`config.mk`:
```
export PLATFORM = sky130hd
export DESIGN_NAME = id_ex_pipe_reg
export DESIGN_NICKNAME = d
export VERILOG_FILES = /design/src/rtl/pipe_ctrl_pkg.sv /design/src/rtl/halt_drain_fsm.sv /design/src/rtl/id_ex_pipe_reg.sv
export SDC_FILE = /design/constraint.sdc
export NUM_CORES = 1
export LEC_CHECK = 0
export ABC_AREA = 1
export CAP_MARGIN = 15
export CORE_AREA = 2 2 128 130
export CTS_BUF_LIST = sky130_fd_sc_hd__clkbuf_8
export DETAILED_ROUTE_END_ITERATION = 10
export DIE_AREA = 0 0 130 132
export PLACE_DENSITY = 0.95
export SLEW_MARGIN = 20
export SYNTH_ARGS = -nofsm -noshare
export SYNTH_HDL_FRONTEND = slang
export SYNTH_SLANG_ARGS = --single-unit
```
`constraint.sdc`:
```
create_clock -name clk -period 2.6 [get_ports clk]
set_input_delay 0.52 -clock clk [delete_from_list [all_inputs] [get_ports clk]]
set_output_delay 0.52 -clock clk [all_outputs]
set_load 0.005 [all_outputs]
```
`src/rtl/pipe_ctrl_pkg.sv`:
```
// Shared decode/execute control types for the ID/EX boundary.
// ctrl_t bundle, opcode constants, halt FSM states, ctrl decode helper.
package pipe_ctrl_pkg;

  typedef struct packed {
    logic       alusrc;
    logic       memtoreg;
    logic       regwrite;
    logic       memread;
    logic       memwrite;
    logic [1:0] aluop;
    logic       branch;
    logic       halt;
  } ctrl_t;

  typedef enum logic [1:0] {
    RUN    = 2'd0,
    DRAIN  = 2'd1,
    HALTED = 2'd2
  } halt_state_e;

  localparam ctrl_t CTRL_BUBBLE = '0;

  localparam logic [6:0] OPC_R     = 7'b0110011;
  localparam logic [6:0] OPC_I     = 7'b0010011;
  localparam logic [6:0] OPC_LW    = 7'b0000011;
  localparam logic [6:0] OPC_STORE = 7'b0100011;
  localparam logic [6:0] OPC_BR    = 7'b1100011;
  localparam logic [6:0] OPC_HALT  = 7'b1111111;

  function automatic ctrl_t ctrl_decode(
    input logic [6:0] opc
  );
    ctrl_t c;
    c = CTRL_BUBBLE;
    case (opc)
      OPC_R: begin
        c.regwrite = 1'b1;
        c.aluop    = 2'b10;
      end
      OPC_I: begin
        c.alusrc   = 1'b1;
        c.regwrite = 1'b1;
        c.aluop    = 2'b11;
      end
      OPC_LW: begin
        c.alusrc   = 1'b1;
        c.memtoreg = 1'b1;
        c.regwrite = 1'b1;
        c.memread  = 1'b1;
      end
      OPC_STORE: begin
        c.alusrc   = 1'b1;
        c.memwrite = 1'b1;
      end
      OPC_BR: begin
        c.branch = 1'b1;
        c.aluop  = 2'b01;
      end
      OPC_HALT: c.halt = 1'b1;
      default: c = CTRL_BUBBLE;
    endcase
    return c;
  endfunction

endpackage

```
`src/rtl/halt_drain_fsm.sv`:
```
// Halt drain sequencer: RUN -> DRAIN (DRAIN_CYCLES edges) -> HALTED.
// Ports: clk, rst_n, i_halt_load in; o_force_bubble, o_halt_pending, o_halted out.
module halt_drain_fsm
  import pipe_ctrl_pkg::*;
#(
  parameter int DRAIN_CYCLES = 3
) (
  input  logic clk,
  input  logic rst_n,
  input  logic i_halt_load,
  output logic o_force_bubble,
  output logic o_halt_pending,
  output logic o_halted
);

  localparam int CW = $clog2(DRAIN_CYCLES + 1);
  localparam logic [CW-1:0] CNT_LAST =
    CW'(DRAIN_CYCLES - 1);

  halt_state_e   r_state;
  halt_state_e   w_state_nxt;
  logic [CW-1:0] r_cnt;
  logic [CW-1:0] w_cnt_nxt;

  always_comb begin
    w_state_nxt = r_state;
    w_cnt_nxt   = r_cnt;
    unique case (r_state)
      RUN: begin
        if (i_halt_load) begin
          w_state_nxt = DRAIN;
          w_cnt_nxt   = '0;
        end
      end
      DRAIN: begin
        if (r_cnt == CNT_LAST) begin
          w_state_nxt = HALTED;
        end else begin
          w_cnt_nxt = r_cnt + CW'(1);
        end
      end
      HALTED: w_state_nxt = HALTED;
      default: w_state_nxt = RUN;
    endcase
  end

  always_ff @(posedge clk or negedge rst_n) begin
    if (!rst_n) begin
      r_state <= RUN;
      r_cnt   <= '0;
    end else begin
      r_state <= w_state_nxt;
      r_cnt   <= w_cnt_nxt;
    end
  end

  assign o_force_bubble = (r_state != RUN);
  assign o_halt_pending = (r_state == DRAIN);
  assign o_halted       = (r_state == HALTED);

endmodule

```
`src/rtl/id_ex_pipe_reg.sv`:
```
// ID/EX pipeline register with stall hold, flush bubble and halt drain.
// In: clk, reset (async, low), stall, flush, id_*; out: ex_*, halt_pending,
// halted; bubble_cnt[15:0] only when ID_EX_BUBBLE_CNT_EN is defined.
module id_ex_pipe_reg
  import pipe_ctrl_pkg::*;
#(
  parameter int DATA_W       = 32,
  parameter int REG_ADDR_W   = 5,
  parameter int DRAIN_CYCLES = 3
) (
  input  logic                  clk,
  input  logic                  reset,
  input  logic                  stall,
  input  logic                  flush,
  input  logic                  id_valid,
  input  logic [DATA_W-1:0]     id_pc,
  input  logic [DATA_W-1:0]     id_rd1,
  input  logic [DATA_W-1:0]     id_rd2,
  input  logic [DATA_W-1:0]     id_imm,
  input  logic [REG_ADDR_W-1:0] id_rs1,
  input  logic [REG_ADDR_W-1:0] id_rs2,
  input  logic [REG_ADDR_W-1:0] id_rd,
  input  logic [2:0]            id_funct3,
  input  logic [6:0]            id_funct7,
  input  ctrl_t                 id_ctrl,
  output logic                  ex_valid,
  output logic [DATA_W-1:0]     ex_pc,
  output logic [DATA_W-1:0]     ex_rd1,
  output logic [DATA_W-1:0]     ex_rd2,
  output logic [DATA_W-1:0]     ex_imm,
  output logic [REG_ADDR_W-1:0] ex_rs1,
  output logic [REG_ADDR_W-1:0] ex_rs2,
  output logic [REG_ADDR_W-1:0] ex_rd,
  output logic [2:0]            ex_funct3,
  output logic [6:0]            ex_funct7,
  output ctrl_t                 ex_ctrl,
  output logic                  halt_pending,
  output logic                  halted
`ifdef ID_EX_BUBBLE_CNT_EN
  ,
  output logic [15:0]           bubble_cnt
`endif
);

  logic                  r_valid;
  logic [DATA_W-1:0]     r_pc;
  logic [DATA_W-1:0]     r_rd1;
  logic [DATA_W-1:0]     r_rd2;
  logic [DATA_W-1:0]     r_imm;
  logic [REG_ADDR_W-1:0] r_rs1;
  logic [REG_ADDR_W-1:0] r_rs2;
  logic [REG_ADDR_W-1:0] r_rd;
  logic [2:0]            r_funct3;
  logic [6:0]            r_funct7;
  ctrl_t                 r_ctrl;

  logic w_force;
  logic w_hold;
  logic w_clear;
  logic w_halt_load;

  // Stall only holds when neither flush nor the drain
  // wants to push a bubble; bubbles beat the hold.
  assign w_hold  = stall & ~flush & ~w_force;
  assign w_clear = flush | w_force | ~id_valid;

  // HALT is accepted only on a real load in RUN.
  assign w_halt_load = id_valid & id_ctrl.halt &
                       ~flush & ~stall & ~w_force;

  halt_drain_fsm #(
    .DRAIN_CYCLES (DRAIN_CYCLES)
  ) u_fsm (
    .clk            (clk),
    .rst_n          (reset),
    .i_halt_load    (w_halt_load),
    .o_force_bubble (w_force),
    .o_halt_pending (halt_pending),
    .o_halted       (halted)
  );

  always_ff @(posedge clk or negedge reset) begin
    if (!reset) begin
      r_valid  <= 1'b0;
      r_pc     <= '0;
      r_rd1    <= '0;
      r_rd2    <= '0;
      r_imm    <= '0;
      r_rs1    <= '0;
      r_rs2    <= '0;
      r_rd     <= '0;
      r_funct3 <= '0;
      r_funct7 <= '0;
      r_ctrl   <= CTRL_BUBBLE;
    end else if (!w_hold) begin
      if (w_clear) begin
        r_valid  <= 1'b0;
        r_pc     <= '0;
        r_rd1    <= '0;
        r_rd2    <= '0;
        r_imm    <= '0;
        r_rs1    <= '0;
        r_rs2    <= '0;
        r_rd     <= '0;
        r_funct3 <= '0;
        r_funct7 <= '0;
        r_ctrl   <= CTRL_BUBBLE;
      end else begin
        r_valid  <= 1'b1;
        r_pc     <= id_pc;
        r_rd1    <= id_rd1;
        r_rd2    <= id_rd2;
        r_imm    <= id_imm;
        r_rs1    <= id_rs1;
        r_rs2    <= id_rs2;
        r_rd     <= id_rd;
        r_funct3 <= id_funct3;
        r_funct7 <= id_funct7;
        r_ctrl   <= id_ctrl;
      end
    end
  end

  assign ex_valid  = r_valid;
  assign ex_pc     = r_pc;
  assign ex_rd1    = r_rd1;
  assign ex_rd2    = r_rd2;
  assign ex_imm    = r_imm;
  assign ex_rs1    = r_rs1;
  assign ex_rs2    = r_rs2;
  assign ex_rd     = r_rd;
  assign ex_funct3 = r_funct3;
  assign ex_funct7 = r_funct7;
  assign ex_ctrl   = r_ctrl;

`ifdef ID_EX_BUBBLE_CNT_EN
  logic [15:0] r_bubble_cnt;
  logic        w_cnt_evt;

  // Bubbles injected by the drain/halt are not counted.
  assign w_cnt_evt = ~w_force &
                     (flush | (~stall & ~id_valid));

  always_ff @(posedge clk or negedge reset) begin
    if (!reset) begin
      r_bubble_cnt <= '0;
    end else if (w_cnt_evt &&
                 r_bubble_cnt != 16'hFFFF) begin
      r_bubble_cnt <= r_bubble_cnt + 16'd1;
    end
  end

  assign bubble_cnt = r_bubble_cnt;
`endif

endmodule
```
==> results of run 1 <==
[metal layers]
metal	GRT usage, %	wire length [um]	vias up	part of all wire [%]
met5	0	0	-	0
met4	12.78	919	0	4.5
met3	7.670	1730	64	8.4
met2	41.22	10230	306	50
met1	26.84	7754	2975	38
li1	-	-	3021	-
[sequential cells by signal (all words and copies together) (netlist names)]
register / flops
ex_imm: 32
ex_pc: 32
ex_rd1: 32
ex_rd2: 32
ex_ctrl: 9
ex_funct7: 7
ex_rd: 5
ex_rs1: 5
ex_rs2: 5
ex_funct3: 3
u_fsm.r_cnt: 2
u_fsm.r_state: 2
ex_valid: 1
[cells in the final DEF, fill, tap and decap left out]
master           instances
ha_1                     5
nor2_4                   1
inv_6                    5
buf_6                    1
clkbuf_8                19
nor2_1                   4
or2_2                    1
buf_4                    8
dfrtp_1                167
clkdlybuf4s50_1        330
clkinv_4                 4
o21ai_1                 81
o21ai_0                 82
inv_8                    2
inv_1                  171
buf_12                  10
clkinvlp_4               1
nand3_1                166
nand3_4                  1
nand2_1                 16
[worst max-delay path: stages, from the launching register on]
cell and delay, ns:
dfrtp_1 0.42, inv_1 0.11, ha_1 0.17, clkdlybuf4s50_1 0.52
[through the flow]
stage               instances  power [mW]
floorplan                 746       3.988
global placement         1259       5.098
detailed placement       1259       5.202
CTS                      1291       6.998
global route             1291       7.335
finish                   1291       6.944
[final timing paths]
kind                                       end  slack [ns]  cells past startpoint             start
max in group asynchronous           ex_ctrl[2]        1.87                      2             reset
worst max register to register      ex_rd1[11]        0.51                      6  u_fsm.r_state[0]
worst min register to register  u_fsm.r_cnt[1]        0.50                      2    u_fsm.r_cnt[1]
worst min-delay path                  ex_rd[4]        0.04                      1             reset
worst max-delay path              halt_pending        0.42                      3  u_fsm.r_state[1]
min in group clk                u_fsm.r_cnt[1]        0.50                      2    u_fsm.r_cnt[1]
[area by class of cell]
class	count	share of cell area [%]
tap	216	2.490
sequential	167	38.50
inverter	170	5.878
clock buffer	19	2.409
timing repair buffer	349	32.93
multi-input combinational	357	16.76
clock inverter	13	1.037
[logic make-up (layout without fill, tap and decap cells)]
family	after synthesis	count (layout)	share of synthesized area (%)
flops	167	167	60.38
simple gates	189	189	13.49
compound gates	163	163	11.79
fa+ha+maj	5	5	0.9038
buf+inv	222	551	13.45
[where the power goes]
group	total, mW	leakage, nW	internal (mW)	switching (mW)
logic	2.06	1.95	1.06	0.995
clock network	1.78	0.193	0.744	1.04
registers	3.10	2.29	2.91	0.190
total	6.94	4.43	4.72	2.23
==> flow_summary.json, run 1 <==
{
  "portBuffers": 331,
  "die_w_um": 130,
  "slew_viol_final": 0,
  "netlist_instances": 746,
  "ys_top_cells_by_count": "inv_1, dfrtp_1, nand3_1",
  "synth-edff-count": 0,
  "first_iter_violations": 346,
  "core_um2": 15710,
  "syn_area_per_cell_um2": 9.278,
  "worst_slack_ns": 0.4234,
  "row_count": 46,
  "finalHoldViolations": 0,
  "synth_nets": 918,
  "grt_overflow": 0,
  "hpwl_um": 15290,
  "route.detailed.drc": 0,
  "setup_viol": 0,
  "cts_buffer_depth": 2,
  "critPathCaptureType": "output pin",
  "place_area_um2": 10480,
  "status": "finished, final reports clean",
  "peakVddDrop_uv": 449.8,
  "place.gp.congestion": 0.7733,
  "clkSinkCount": 167,
  "synth.distinct_cells": 15,
  "dieArea_um2": 17160,
  "period_share_pct": 83.72,
  "io_pins": 332,
  "min_path_type": "input port to async pin",
  "postCtsHoldBufs": 0,
  "fin_setup_tns_ns": 0,
  "fmax_mhz": 459.4,
  "clkTransAtPathRegs_ns": 0.10,
  "ys_seq_elements": 167,
  "holdWs_ns": 0.03797,
  "synth_top_flop_cell": "dfrtp_1",
  "fillers": 1070,
  "wirelength_um": 20630,
  "nets": 1234,
  "drt_pre_antenna_iters": 5,
  "yosysSeqAreaShare_pct": 60.38,
  "rsz0062_at_grt": "false",
  "synthArstFlopShare_pct": 100.0,
  "final_cell_area_um2": 10860,
  "fin_util_pct": 69.09,
  "final_antenna_net_count": 0,
  "cts_buffers": 17,
  "worstSkewPairLatency_ns": 0.45,
  "drive_gt1_share_pct": 4.930,
  "tightest_slew_ns": 0.6129,
  "crit_type": "flip-flop to output pin",
  "yosysWarnings": 0,
  "yosys.area.top_type": "dfrtp_1",
  "grt_start_max_net_pins": 88,
  "maxSlewHeadroom_pct": 59.14,
  "start_util_pct": 44.05,
  "grt_pass1_vias": 6476,
  "clock_skew_ns": 0.01670,
  "vias_per_cell": 4.931,
  "cts-root-buf": "clkbuf_8",
  "post_cts_buffers": 0,
  "post-route-min-period_ns": 2.177,
  "track_usage_pct": 24.23,
  "path_max_fanout": 3,
  "antenna_found_initial": 0,
  "cts_tree": "built",
  "leakage_nw": 4.430,
  "routed-via-count": 6366,
  "drv_cap": 0,
  "synth_top_cells_by_area": "dfrtp_1, nand3_1, inv_1",
  "setup.worst_path.start_class": "flip-flop",
  "syn_area_um2": 6922,
  "power_density_nw_per_um2": 639.7,
  "dieHeight_um": 132,
  "diodes": 0,
  "grt_pass1_wl_um": 32620,
  "dp_slack_ns": 0.2767,
  "multi_input_area_um2": 1819,
  "crit_arrival_ns": 1.66,
  "synth_top_area_share_pct": 60.38,
  "regArea_um2": 4179,
  "wl_per_cell_um": 15.98,
  "synth.most_common_cell": "inv_1",
  "cp.required_ns": 2.08,
  "htreeDepth": 4,
  "cts_resized": 0,
  "synthToLayoutAreaGrowth_pct": 56.83
}
Power figures use the tool's default switching activity.
==> inputs of run 2 (changes only) <==
--- a/config.mk
+++ b/config.mk
@@ -7,11 +7,11 @@
 export LEC_CHECK = 0
 export ABC_AREA = 1
 export CAP_MARGIN = 15
-export CORE_AREA = 2 2 128 130
+export CORE_ASPECT_RATIO = 0.9
+export CORE_UTILIZATION = 38
 export CTS_BUF_LIST = sky130_fd_sc_hd__clkbuf_8
 export DETAILED_ROUTE_END_ITERATION = 10
-export DIE_AREA = 0 0 130 132
-export PLACE_DENSITY = 0.95
+export PLACE_DENSITY = 0.89
 export SLEW_MARGIN = 20
 export SYNTH_ARGS = -nofsm -noshare
 export SYNTH_HDL_FRONTEND = slang
==> constraint.sdc (replaced) <==
create_clock -name clk -period 1.85 [get_ports clk]
set_input_delay 0.37 -clock clk [delete_from_list [all_inputs] [get_ports clk]]
set_output_delay 0.37 -clock clk [all_outputs]
set_load 0.005 [all_outputs]
==> flow_summary.json, run 2 (synthesis results as in run 1) <==
{
  "status": "finished, final reports clean",
  "rr_startpoint": "u_fsm.r_state[0]",
  "io_pins": 332,
  "cts-root-buf": "clkbuf_8",
  "critical-path-top-delay-family": "buffers and inverters",
  "first_iter_violations": 305,
  "crit_cells": 8,
  "r2r_end": "ex_rd2[6]",
  "crit_arrival_ns": 2.11,
  "wirelength_um": 20790,
  "drive_gt1_share_pct": 7.441,
  "track_usage_pct": 22.19,
  "antenna_found_initial": 0,
  "fmax_mhz": 570.3,
  "grt_overflow": 0,
  "clkPwrFrac_pct": 27.7,
  "slew_viol_final": 0,
  "layout_commonest_cell": "clkdlybuf4s50_1",
  "swShare_pct": 29.80,
  "place_area_um2": 10760,
  "fillers": 1391,
  "finalHoldViolations": 0,
  "clkSinkCount": 167,
  "grt_start_max_net_pins": 54,
  "row_count": 46,
  "rsz0062_at_grt": "false",
  "p_switching_mw": 3.077,
  "min_path_type": "input port to async pin",
  "period_share_pct": 94.78,
  "cts_buffer_depth": 2,
  "critPathCaptureType": "flip-flop",
  "clock_skew_ns": 0.01233,
  "critical_path.endpoint": "ex_rd2[6]",
  "core_um2": 17730,
  "maxSlewHeadroom_pct": 74.75,
  "htreeDepth": 4,
  "fin_util_pct": 63.20,
  "vias_per_cell": 4.814,
  "rrSetupSlack_ns": 0.1,
  "crit_chain": "inv_2, ha_2, nand2_1, nor2_4, buf_12, buf_12, nand3_1, o21ai_1",
  "leakage_nw": 4.603,
  "slowest_delay_ns": 0.42,
  "routed-via-count": 6461,
  "drv_cap": 0,
  "clkTransAtPathRegs_ns": 0.09,
  "pwr-share-seq_pct": 42.2,
  "dieHeight_um": 130.0,
  "peakVddDrop_uv": 607.3,
  "cp-startpoint": "u_fsm.r_state[0]",
  "cp.required_ns": 2.21,
  "crit_top_cell": "buf_12",
  "power_mw": 10.32,
  "path_buf_inv": 3,
  "holdWs_ns": 0.3971,
  "crit_type": "flip-flop to flip-flop",
  "r2r_cells": 8,
  "setup_viol": 0,
  "tightest_slew_ns": 0.3787,
  "die_w_um": 144.3,
  "setup.worst_path.start_class": "flip-flop",
  "hpwl_um": 15480,
  "start_util_pct": 39.05,
  "route.detailed.drc": 0,
  "synthToLayoutAreaGrowth_pct": 61.86,
  "nets": 1263,
  "drt_pre_antenna_iters": 7,
  "worstSkewPairLatency_ns": 0.45,
  "post-route-min-period_ns": 1.754,
  "grt_pass1_vias": 6399,
  "crit_slowest_cell": "dfrtp_1",
  "portBuffers": 331,
  "cts_tree": "built",
  "path_max_fanout": 32,
  "power_density_nw_per_um2": 921.6,
  "diodes": 0,
  "wl_per_cell_um": 15.49,
  "cts_buffers": 17,
  "place.gp.congestion": 0.7932,
  "grt_pass1_wl_um": 31640,
  "final_antenna_net_count": 0,
  "dieArea_um2": 18760,
  "final_cell_area_um2": 11200,
  "layout_common_cells": "clkdlybuf4s50_1, inv_1, dfrtp_1, nand3_1, o21ai_0",
  "pwr-share-comb_pct": 30.1,
  "p_int_mw": 7.248
}
-- run 2: changes by cell type in the layout (fill, tap and decap cells not counted), moves of 3 or more --
cell and change:
clkinv_4 -3, buf_12 +4, buf_4 +24, bufinv_16 +4
-- run 2: how the worst min path moves through the flow --
stage                 endpoint  cells after the start  slack [ns]  start
floorplan           ex_ctrl[0]                      0        0.07  reset
global placement     ex_pc[15]                      1        0.30  reset
detailed placement   ex_pc[15]                      1        0.30  reset
CTS                  ex_pc[15]                      2        0.37  reset
global route         ex_pc[16]                      2        0.40  reset
finish               ex_pc[15]                      2        0.40  reset
-- run 2: timing repair --
| item | CTS | global route |
|---|---|---|
| setup buffers | 1 | 0 |
| setup endpoints to repair | 3 | 39 |
| endpoints found under the hold margin | 32 | 0 |
| hold buffers | 1 | 0 |
| gates cloned | 0 | 0 |
| resized for setup | 4 | 3 |
-- run 2: per-layer routing --
layer | vias to the layer above | global-route usage, % | share of wire (%)
met3 | 41 | 7.927 | 9.1
met1 | 3058 | 25.78 | 39
met5 | - | 0 | 0
li1 | 3076 | - | -
met2 | 286 | 36.94 | 49
met4 | 0 | 9.969 | 2.9
-- run 2: power by group through the flow --
stage | sequential (mW) | clock, mW | combinational, mW
floorplan | 4.42 | 0 | 1.18
global placement | 4.40 | 0 | 2.98
detailed placement | 4.42 | 0 | 3.09
CTS | 4.36 | 2.92 | 3.13
global route | 4.41 | 3.09 | 3.43
finish | 4.36 | 2.85 | 3.11
-- run 2: stage by stage --
stage / TNS [ns] / cells / setup slack, ns
after global placement: 0 / 1310 / 0.07732
final: 0 / 1342 / 0.09648
after detailed placement: -0.03999 / 1310 / -0.02379
after floorplan: 0 / 746 / 0.3710
after CTS: 0 / 1342 / 0.03154
after global routing: 0 / 1342 / 0.002357
-- run 2: cell type report --
type / count / area, um^2 / share of cell area (%)
Clock buffer: 18 / 247.7 / 2.211
Clock inverter: 12 / 177.7 / 1.586
Inverter: 170 / 638.1 / 5.696
Multi-Input combinational cell: 357 / 1822 / 16.26
Sequential cell: 167 / 4179 / 37.30
Tap cell: 240 / 300.3 / 2.680
Timing Repair Buffer: 378 / 3839 / 34.26
-- run 2: worst register-to-register path, cell delays in order (launching register included) --
cell     delay (ns)
dfrtp_1        0.42
inv_2          0.10
ha_2           0.26
nand2_1        0.11
nor2_4         0.17
buf_12         0.17
buf_12         0.19
nand3_1        0.12
o21ai_1        0.13
==> inputs of run 3 (changes only) <==
--- a/config.mk
+++ b/config.mk
@@ -10,6 +10,7 @@
 export CORE_ASPECT_RATIO = 0.9
 export CORE_UTILIZATION = 38
 export CTS_BUF_LIST = sky130_fd_sc_hd__clkbuf_8
+export CTS_CLUSTER_SIZE = 24
 export DETAILED_ROUTE_END_ITERATION = 10
 export PLACE_DENSITY = 0.89
 export SLEW_MARGIN = 20
==> results of run 3 <==
Final layout, timing and power as in run 2 (identical DEF).
